$ cat config.mk
export PLATFORM = sky130hd
export DESIGN_NAME = menu_key_ctrl
export DESIGN_NICKNAME = d
export VERILOG_FILES = /design/src/rtl/menu_key_ctrl.sv
export SDC_FILE = /design/constraint.sdc
export NUM_CORES = 1
export LEC_CHECK = 0
export CAP_MARGIN = 10
export CORE_ASPECT_RATIO = 1.1
export CORE_MARGIN = 8
export CORE_UTILIZATION = 55
export CTS_CLUSTER_SIZE = 30
export DETAILED_ROUTE_END_ITERATION = 8
export PLACE_DENSITY = 0.72
export SETUP_SLACK_MARGIN = 0.2
export SYNTH_ARGS = -nofsm -noshare
export SYNTH_HDL_FRONTEND = slang
export SYNTH_SLANG_ARGS = --single-unit
$ cat constraint.sdc
create_clock -name clk -period 7.4 [get_ports clk]
set_clock_uncertainty 0.05 [all_clocks]
set_input_delay 1.48 -clock clk [delete_from_list [all_inputs] [get_ports clk]]
set_output_delay 1.48 -clock clk [all_outputs]
set_load 0.05 [all_outputs]
$ cat src/rtl/menu_key_ctrl.sv
// menu_key_ctrl: front end of the menu sound path.
// Synchronises and debounces five active-low push buttons, emits one-cycle
// press pulses, maintains the menu cursor and blocks all key pulses for a
// fixed time after an OK press so the confirm jingle is not retriggered.
//
// Ports:
//   clk          system clock
//   rst_n        synchronous reset, active-HIGH despite the legacy name
//   key_in[4:0]  raw buttons, active-low, asynchronous
//                (bit0 UP, bit1 DOWN, bit2 LEFT, bit3 RIGHT, bit4 OK)
//   key[4:0]     registered one-cycle active-high press pulses, same mapping
//   select_flag  menu cursor, 0..NUM_ITEMS-1, updated with the key pulse
//   lock         high while the OK lockout is running
module menu_key_ctrl #(
  parameter int DEBOUNCE_CYC = 1_000_000,
  parameter int LOCK_CYC     = 15_000_000,
  parameter int NUM_ITEMS    = 3
) (
  input  logic       clk,
  input  logic       rst_n,
  input  logic [4:0] key_in,
  output logic [4:0] key,
  output logic [1:0] select_flag,
  output logic       lock
);

  localparam int CNT_W = $clog2(DEBOUNCE_CYC + 1);
  localparam int LCK_W = $clog2(LOCK_CYC + 1);
  localparam logic [CNT_W-1:0] CNT_LAST = CNT_W'(DEBOUNCE_CYC - 1);
  localparam logic [LCK_W-1:0] LCK_LOAD = LCK_W'(LOCK_CYC - 1);
  localparam logic [1:0]       SEL_MAX  = 2'(NUM_ITEMS - 1);

  typedef enum logic [1:0] {
    IDLE,
    PRESS_WAIT,
    HELD,
    RELEASE_WAIT
  } db_state_t;

  logic [4:0]       sync_p0;
  logic [4:0]       sync_p1;
  db_state_t        state     [5];
  db_state_t        state_nxt [5];
  logic [CNT_W-1:0] cnt       [5];
  logic [CNT_W-1:0] cnt_nxt   [5];
  logic [4:0]       press_det;
  logic [4:0]       key_nxt;
  logic [1:0]       sel_nxt;
  logic [LCK_W-1:0] lock_cnt;

  // ---- stage p0/p1: two-flop synchroniser, preset to released ----
  always_ff @(posedge clk) begin
    if (rst_n) begin
      sync_p0 <= '1;
      sync_p1 <= '1;
    end else begin
      sync_p0 <= key_in;
      sync_p1 <= sync_p0;
    end
  end

  // ---- debounce FSMs: one per button, each with its own counter ----
  always_ff @(posedge clk) begin
    if (rst_n) begin
      for (int i = 0; i < 5; i++) begin
        state[i] <= IDLE;
        cnt[i]   <= '0;
      end
    end else begin
      for (int i = 0; i < 5; i++) begin
        state[i] <= state_nxt[i];
        cnt[i]   <= cnt_nxt[i];
      end
    end
  end

  always_comb begin
    press_det = '0;
    for (int i = 0; i < 5; i++) begin
      state_nxt[i] = state[i];
      cnt_nxt[i]   = cnt[i];
      case (state[i])
        IDLE: begin
          if (!sync_p1[i]) begin
            cnt_nxt[i]   = '0;
            state_nxt[i] = PRESS_WAIT;
          end
        end
        PRESS_WAIT: begin
          if (sync_p1[i]) begin
            state_nxt[i] = IDLE;
          end else if (cnt[i] == CNT_LAST) begin
            // Single pulse on acceptance; HELD never re-fires, so no repeat.
            press_det[i] = 1'b1;
            state_nxt[i] = HELD;
          end else begin
            cnt_nxt[i] = cnt[i] + CNT_W'(1);
          end
        end
        HELD: begin
          if (sync_p1[i]) begin
            cnt_nxt[i]   = '0;
            state_nxt[i] = RELEASE_WAIT;
          end
        end
        RELEASE_WAIT: begin
          if (!sync_p1[i]) begin
            state_nxt[i] = HELD;
          end else if (cnt[i] == CNT_LAST) begin
            state_nxt[i] = IDLE;
          end else begin
            cnt_nxt[i] = cnt[i] + CNT_W'(1);
          end
        end
        default: state_nxt[i] = IDLE;
      endcase
    end
  end

  // ---- output stage: gated pulses, cursor and lockout share one edge ----
  // Pulses detected while locked are dropped outright, never queued.
  assign key_nxt = press_det & ~{5{lock}};

  always_comb begin
    sel_nxt = select_flag;
    if (key_nxt[0] && !key_nxt[1]) begin
      sel_nxt = (select_flag == 2'd0) ? SEL_MAX : select_flag - 2'd1;
    end else if (key_nxt[1] && !key_nxt[0]) begin
      sel_nxt = (select_flag == SEL_MAX) ? 2'd0 : select_flag + 2'd1;
    end
  end

  always_ff @(posedge clk) begin
    if (rst_n) begin
      key         <= '0;
      select_flag <= '0;
      lock        <= 1'b0;
      lock_cnt    <= '0;
    end else begin
      key         <= key_nxt;
      select_flag <= sel_nxt;
      // Loading LOCK_CYC-1 and clearing on the edge that sees zero keeps
      // lock high for exactly LOCK_CYC cycles.
      if (key_nxt[4]) begin
        lock     <= 1'b1;
        lock_cnt <= LCK_LOAD;
      end else if (lock) begin
        if (lock_cnt == '0) begin
          lock <= 1'b0;
        end else begin
          lock_cnt <= lock_cnt - LCK_W'(1);
        end
      end
    end
  end

endmodule
==> results of run 1 <==
==> cells in the mapped netlist, types with 7 or more instances <==
cell type	n	area share [%]
dfxtp_1	152	40
nor2_1	88	4.4
nand2_1	63	3.1
a21oi_1	57	3.8
o21ai_0	41	2.7
xnor2_1	40	4.6
nand3_1	36	2.4
xor2_1	34	3.9
or3_1	32	2.6
nand4_1	31	2.6
nor4_1	31	2.6
inv_1	26	1.3
clkbuf_1	24	1.2
nor3_1	21	1.4
or4_1	21	2.1
ha_1	20	3.3
o211ai_1	16	1.6
or2_2	15	1.2
and3_1	13	1.1
and4_1	9	1.0
a31oi_1	8	0.66
a211oi_1	7	0.69
mux2i_1	7	0.92
==> flip-flops by register name, indices dropped and copies added (netlist names), named ones only <==
| register | count |
|---|---|
| key | 5 |
| lock | 1 |
| cnt | 100 |
| select_flag | 2 |
| lock_cnt | 24 |
| state | 5 |
| sync_p1 | 5 |
| sync_p0 | 5 |
==> layer usage <==
layer  global-route usage (%)  wire length, microns
met3                    4.346                   603
met4                    9.211                   252
met1                    20.46                  6922
met2                    31.83                  8299
met5                        0                     0
==> through the flow <==
stage               cells  util, %  instance area [sq um]
floorplan             885        -                   7585
global placement     1061    57.62                   7851
detailed placement   1061    57.62                   7851
CTS                  1092    62.50                   8516
global route         1093    62.53                   8521
finish               1093    62.53                   8521
==> cell families after synthesis <==
group,count (synthesis),synth area share [%]
buffers and inverters,54,2.804
AND/OR/NAND/NOR,410,29.99
XOR/XNOR,74,8.545
multiplexers,10,1.369
AO/OA/AOI/OAI,165,13.87
flip-flops,152,40.12
adder cells (fa/ha/maj),20,3.299
==> worst min path at each step <==
stage / to / slack (ns) / cells past startpoint
finish: sync_p1[4]$_SDFF_PP1_ / 0.36 / 1
global route: sync_p1[4]$_SDFF_PP1_ / 0.37 / 1
CTS: sync_p1[4]$_SDFF_PP1_ / 0.36 / 1
detailed placement: sync_p1[4]$_SDFF_PP1_ / 0.34 / 1
global placement: sync_p1[4]$_SDFF_PP1_ / 0.34 / 1
floorplan: sync_p1[0]$_SDFF_PP1_ / 0.34 / 1
==> worst max-delay path, cell delays in order <==
cell      delay, ns
buf_2          0.66
clkinv_1       0.50
o21ai_1        0.78
or2_2          0.25
mux2i_1        0.06
==> final cells by class <==
type | instances | share of cell area, %
multi-input cells | 679 | 50.81
flip-flops and latches | 152 | 35.71
clock buffers | 24 | 5.888
well taps | 188 | 2.761
clock inverters | 7 | 1.909
repair buffers | 16 | 1.733
inverters | 27 | 1.189
==> where the power goes <==
group / total (mW) / internal, mW / leakage, nW / switching (mW)
registers: 0.854 / 0.836 / 1.23 / 0.0185
clock network: 0.963 / 0.641 / 0.323 / 0.321
logic: 0.198 / 0.0741 / 1.29 / 0.124
==> flow_metrics.env, run 1 <==
export IMPL_nFillCells=1208
export IMPL_crit_end="cnt[0][27]$_SDFFE_PP0P_"
export IMPL_cp_startpoint="rst_n"
export IMPL_finalSetupViolCount=0
export IMPL_io_pins=15
export IMPL_seq_area_frac_synth_pct=40.12
export IMPL_clk_latency_ns=0.42
export IMPL_async_flop_share_pct=0
export IMPL_final_common_cell="dfxtp_1"
export IMPL_slew_headroom_pct=19.15
export IMPL_grt_max_degree=53
export IMPL_hold_viol=0
export IMPL_grt_pass1_vias=6295
export IMPL_crit_type="in -> reg"
export IMPL_status="finished clean"
export IMPL_hold_start="sync_p0[4]$_SDFF_PP1_"
export IMPL_routed_wl_mm=16.08
export IMPL_ir_worst_vdd_mv=0.1543
export IMPL_leakagePower_nw=2.843
export IMPL_cp_arrival_ns=3.75
export IMPL_syn2layout_area_growth_pct=12.34
export IMPL_finalWorstSetupSlack_ns=3.909
export IMPL_min_period_over_period_pct=47.18
export IMPL_rsz0062_at_grt="false"
export IMPL_reg2reg_from="state[0][8]$_SDFFE_PP0P_"
export IMPL_hold_slack_ns=0.3567
export IMPL_globalRoute_totalOverflow=0
export IMPL_die_h_microns=139.2
export IMPL_numCtsBuffers=17
export IMPL_r2r_setup_slack_ns=4.58
export IMPL_place_congestion=0.8188
export IMPL_core_area_sq_um=13630
export IMPL_die_w_microns=128.0
export IMPL_yosysWarningCount=0
export IMPL_worst_pin_slew_ns=1.205
export IMPL_synth_cell_type_count=67
export IMPL_first_pass_iters=5
export IMPL_drtIter0Drc=366
export IMPL_die_area_sq_um=17810
export IMPL_start_kind="input port"
export IMPL_synth_edff_count=0
export IMPL_antenna_found_initial=0
export IMPL_hp_class="reg -> reg"
export IMPL_synth_flop_cell="dfxtp_1"
export IMPL_rows=45
export IMPL_drv_cap=0
export IMPL_layout_common_cells="152 x dfxtp_1, 88 x nor2_1, 63 x nand2_1"
export IMPL_syn_avg_cell_area_sq_um=8.570
export IMPL_drtAntennaViolNets=0
export IMPL_drive_gt1_share_pct=7.293
export IMPL_fin_crit_ns=3.491
export IMPL_vias_per_cell=6.000
export IMPL_cp_data_required_time_ns=7.66
export IMPL_drcViolationCount=0
export IMPL_h_tree_depth=4
export IMPL_cts_tree="done"
export IMPL_pre_cts_ws_ns=3.476
export IMPL_slew_violations=0
export IMPL_cts_setup_buffers=0
export IMPL_syn_nets=912
export IMPL_start_util_pct=55.67
export IMPL_via_count=6558
export IMPL_multiInputGateArea_sq_um=4329
export IMPL_worstReg2RegEnd="cnt[0][89]$_SDFFE_PP0P_"
export IMPL_power_density_nw_per_um2=236.5
export IMPL_wl_per_cell_microns=14.71
export IMPL_syn_inst=885
export IMPL_cts_resized=0
export IMPL_clock_sink_count=152
export IMPL_tns_ns=0
export IMPL_regArea_sq_um=3043
export IMPL_max_freq_mhz=286.4
export IMPL_antenna_cells=0
export IMPL_grt_total_usage_pct=18.36
export IMPL_rr_worst_depth=7
export IMPL_grt_pass1_wl_mm=27.64
export IMPL_syn_area_sq_um=7585
export IMPL_total_power_mw=2.015
export IMPL_cts_root_buf="clkbuf_16"
export IMPL_dp_hpwl_mm=11.09
export IMPL_end_kind="register"
export IMPL_path_clk_slew_ns=0.06
export IMPL_portBuffers=14
export IMPL_cts_hold_fix_buffers=0
export IMPL_cts_buffer_depth=2
export IMPL_ys_ff_latch=152
export IMPL_path_max_fanout=52
export IMPL_nets=920
No activity file was read; power rests on OpenSTA's default activity.
==> run 2: changes to the inputs <==
- clock period: 7.4 -> 3.4 ns (I/O delays scaled with it)
==> flow_metrics.env, run 2 (synthesized netlist as in run 1, its figures left out) <==
export IMPL_holdPathStages=1
export IMPL_hold_end="sync_p1[4]$_SDFF_PP1_"
export IMPL_drv_cap=0
export IMPL_grt_max_degree=30
export IMPL_cts_root_buf="clkbuf_16"
export IMPL_status="finished clean"
export IMPL_h_tree_depth=4
export IMPL_fin_cells=1102
export IMPL_clk_latency_ns=0.43
export IMPL_reg2reg_from="cnt[0][86]$_SDFFE_PP0P_"
export IMPL_finalInstanceArea_sq_um=8572
export IMPL_dp_hpwl_mm=11.19
export IMPL_globalRoute_totalOverflow=0
export IMPL_wl_per_cell_microns=15.00
export IMPL_nets=928
export IMPL_clock_sink_count=152
export IMPL_slew_headroom_pct=29.48
export IMPL_cts_resized=0
export IMPL_cp_arrival_ns=2.96
export IMPL_cts_buffer_depth=2
export IMPL_r2r_setup_slack_ns=0.75
export IMPL_total_power_mw=4.373
export IMPL_end_kind="register"
export IMPL_top_layer_used="met4"
export IMPL_cts_hold_fix_buffers=0
export IMPL_cts_setup_buffers=0
export IMPL_place_congestion=0.8629
export IMPL_tns_ns=0
export IMPL_final_core_util_pct=62.91
export IMPL_grt_pass1_wl_mm=28.61
export IMPL_min_period_over_period_pct=77.98
export IMPL_hp_class="reg -> reg"
export IMPL_largest_reg_flops=100
export IMPL_antenna_cells=0
export IMPL_portBuffers=14
export IMPL_rsz0062_at_grt="false"
export IMPL_reg_top3="cnt (100), lock_cnt (24)"
export IMPL_antenna_found_initial=0
export IMPL_cp_data_required_time_ns=3.71
export IMPL_numCtsBuffers=17
export IMPL_hold_start="sync_p0[4]$_SDFF_PP1_"
export IMPL_finalSetupViolCount=0
export IMPL_cpLargestDelayFamily="compound AO/OA/AOI/OAI gates"
export IMPL_path_max_fanout=9
export IMPL_routed_wl_mm=16.53
export IMPL_ir_worst_vdd_mv=0.3207
export IMPL_worst_pin_slew_ns=1.048
export IMPL_cp_slowest_cell="o311ai_1"
export IMPL_cts_tree="done"
export IMPL_rr_worst_depth=5
export IMPL_multiInputGateArea_sq_um=4329
export IMPL_drtIter0Drc=488
export IMPL_drcViolationCount=0
export IMPL_leakagePower_nw=2.871
export IMPL_placed_cell_area_sq_um=7911
export IMPL_die_w_microns=128.0
export IMPL_dpl_cell_count=1069
export IMPL_syn2layout_area_growth_pct=13.02
export IMPL_path_clk_slew_ns=0.06
export IMPL_grt_pass1_vias=6424
export IMPL_regArea_sq_um=3043
export IMPL_via_count=6603
export IMPL_m1WireLength_mm=7.376
export IMPL_max_freq_mhz=377.2
export IMPL_die_area_sq_um=17810
export IMPL_wl_met3_microns=516
export IMPL_top_register="cnt"
export IMPL_layout_common_cells="152 x dfxtp_1, 88 x nor2_1, 63 x nand2_1"
export IMPL_die_h_microns=139.2
export IMPL_drive_gt1_share_pct=8.425
export IMPL_io_pins=15
export IMPL_route_met2_wl_mm=8.289
export IMPL_first_pass_iters=5
export IMPL_fin_crit_ns=2.651
export IMPL_crit_chain="nor4_1, nand4_1, o311ai_1, o21ai_0, a21oi_1"
export IMPL_core_area_sq_um=13630
export IMPL_nFillCells=1189
export IMPL_vias_per_cell=5.992
export IMPL_hold_viol=0
export IMPL_start_util_pct=55.67
export IMPL_rows=45
export IMPL_crit_path_max_incr_delay_ns=0.90
export IMPL_power_density_nw_per_um2=510.1
export IMPL_final_common_cell="dfxtp_1"
export IMPL_slew_violations=0
export IMPL_drtAntennaViolNets=0
export IMPL_start_kind="register"
export IMPL_grt_total_usage_pct=19.01
export IMPL_crit_type="reg -> reg"
export IMPL_cp_num_buf_inv=0
export IMPL_worstReg2RegEnd="cnt[0][89]$_SDFFE_PP0P_"
[run 2: cell types whose count changed in the layout (fill, tap and decap cells not counted), sizes merged]
cell      previous run  this run
buf                  2        11
clkbuf              25        19
clkinv               2         5
clkinvlp             1         4
[run 2: worst max-delay path by stage]
| stage | startpoint | to | slack [ns] | depth (start not counted) |
|---|---|---|---|---|
| floorplan | state[0][4]$_SDFFE_PP0P_ | cnt[0][59]$_SDFFE_PP0P_ | 0.96 | 7 |
| global placement | cnt[0][29]$_SDFFE_PP0P_ | select_flag[0]$_SDFFE_PP0P_ | 0.86 | 8 |
| detailed placement | state[0][4]$_SDFFE_PP0P_ | cnt[0][51]$_SDFFE_PP0P_ | 0.77 | 7 |
| CTS | cnt[0][0]$_SDFFE_PP0P_ | select_flag[1]$_SDFFE_PP0P_ | 0.74 | 9 |
| global route | cnt[0][0]$_SDFFE_PP0P_ | select_flag[1]$_SDFFE_PP0P_ | 0.55 | 9 |
| finish | cnt[0][86]$_SDFFE_PP0P_ | cnt[0][89]$_SDFFE_PP0P_ | 0.75 | 5 |
[run 2: layout make-up]
cell class                 instances  share of cell area (%)
tap                              188                   2.744
clock inverter                    13                   2.335
timing repair buffer              24                   2.452
multi-input combinational        679                   50.50
inverter                          27                   1.182
clock buffer                      19                   5.284
sequential                       152                   35.50
[run 2: through the flow]
| stage | hold slack [ns] | setup slack (ns) |
|---|---|---|
| after floorplan | 0.3395 | 0.9627 |
| after global placement | 0.3425 | 0.8568 |
| after detailed placement | 0.3429 | 0.7691 |
| after CTS | 0.3572 | 0.7406 |
| after global routing | 0.3770 | 0.5484 |
| final | 0.3565 | 0.7487 |
[run 2: per-layer routing]
layer / track usage (%) / vias up
li1: - / 3282
met1: 21.55 / 3172
met2: 33.11 / 113
met3: 4.269 / 36
met4: 8.521 / 0
met5: 0 / -
[run 2: report_power, final]
group          leakage (nW)  internal (mW)  switching (mW)
Combinational          1.33          0.169           0.270
Clock                 0.311           1.33           0.739
Sequential             1.23           1.82          0.0413
Total                  2.87           3.32            1.05
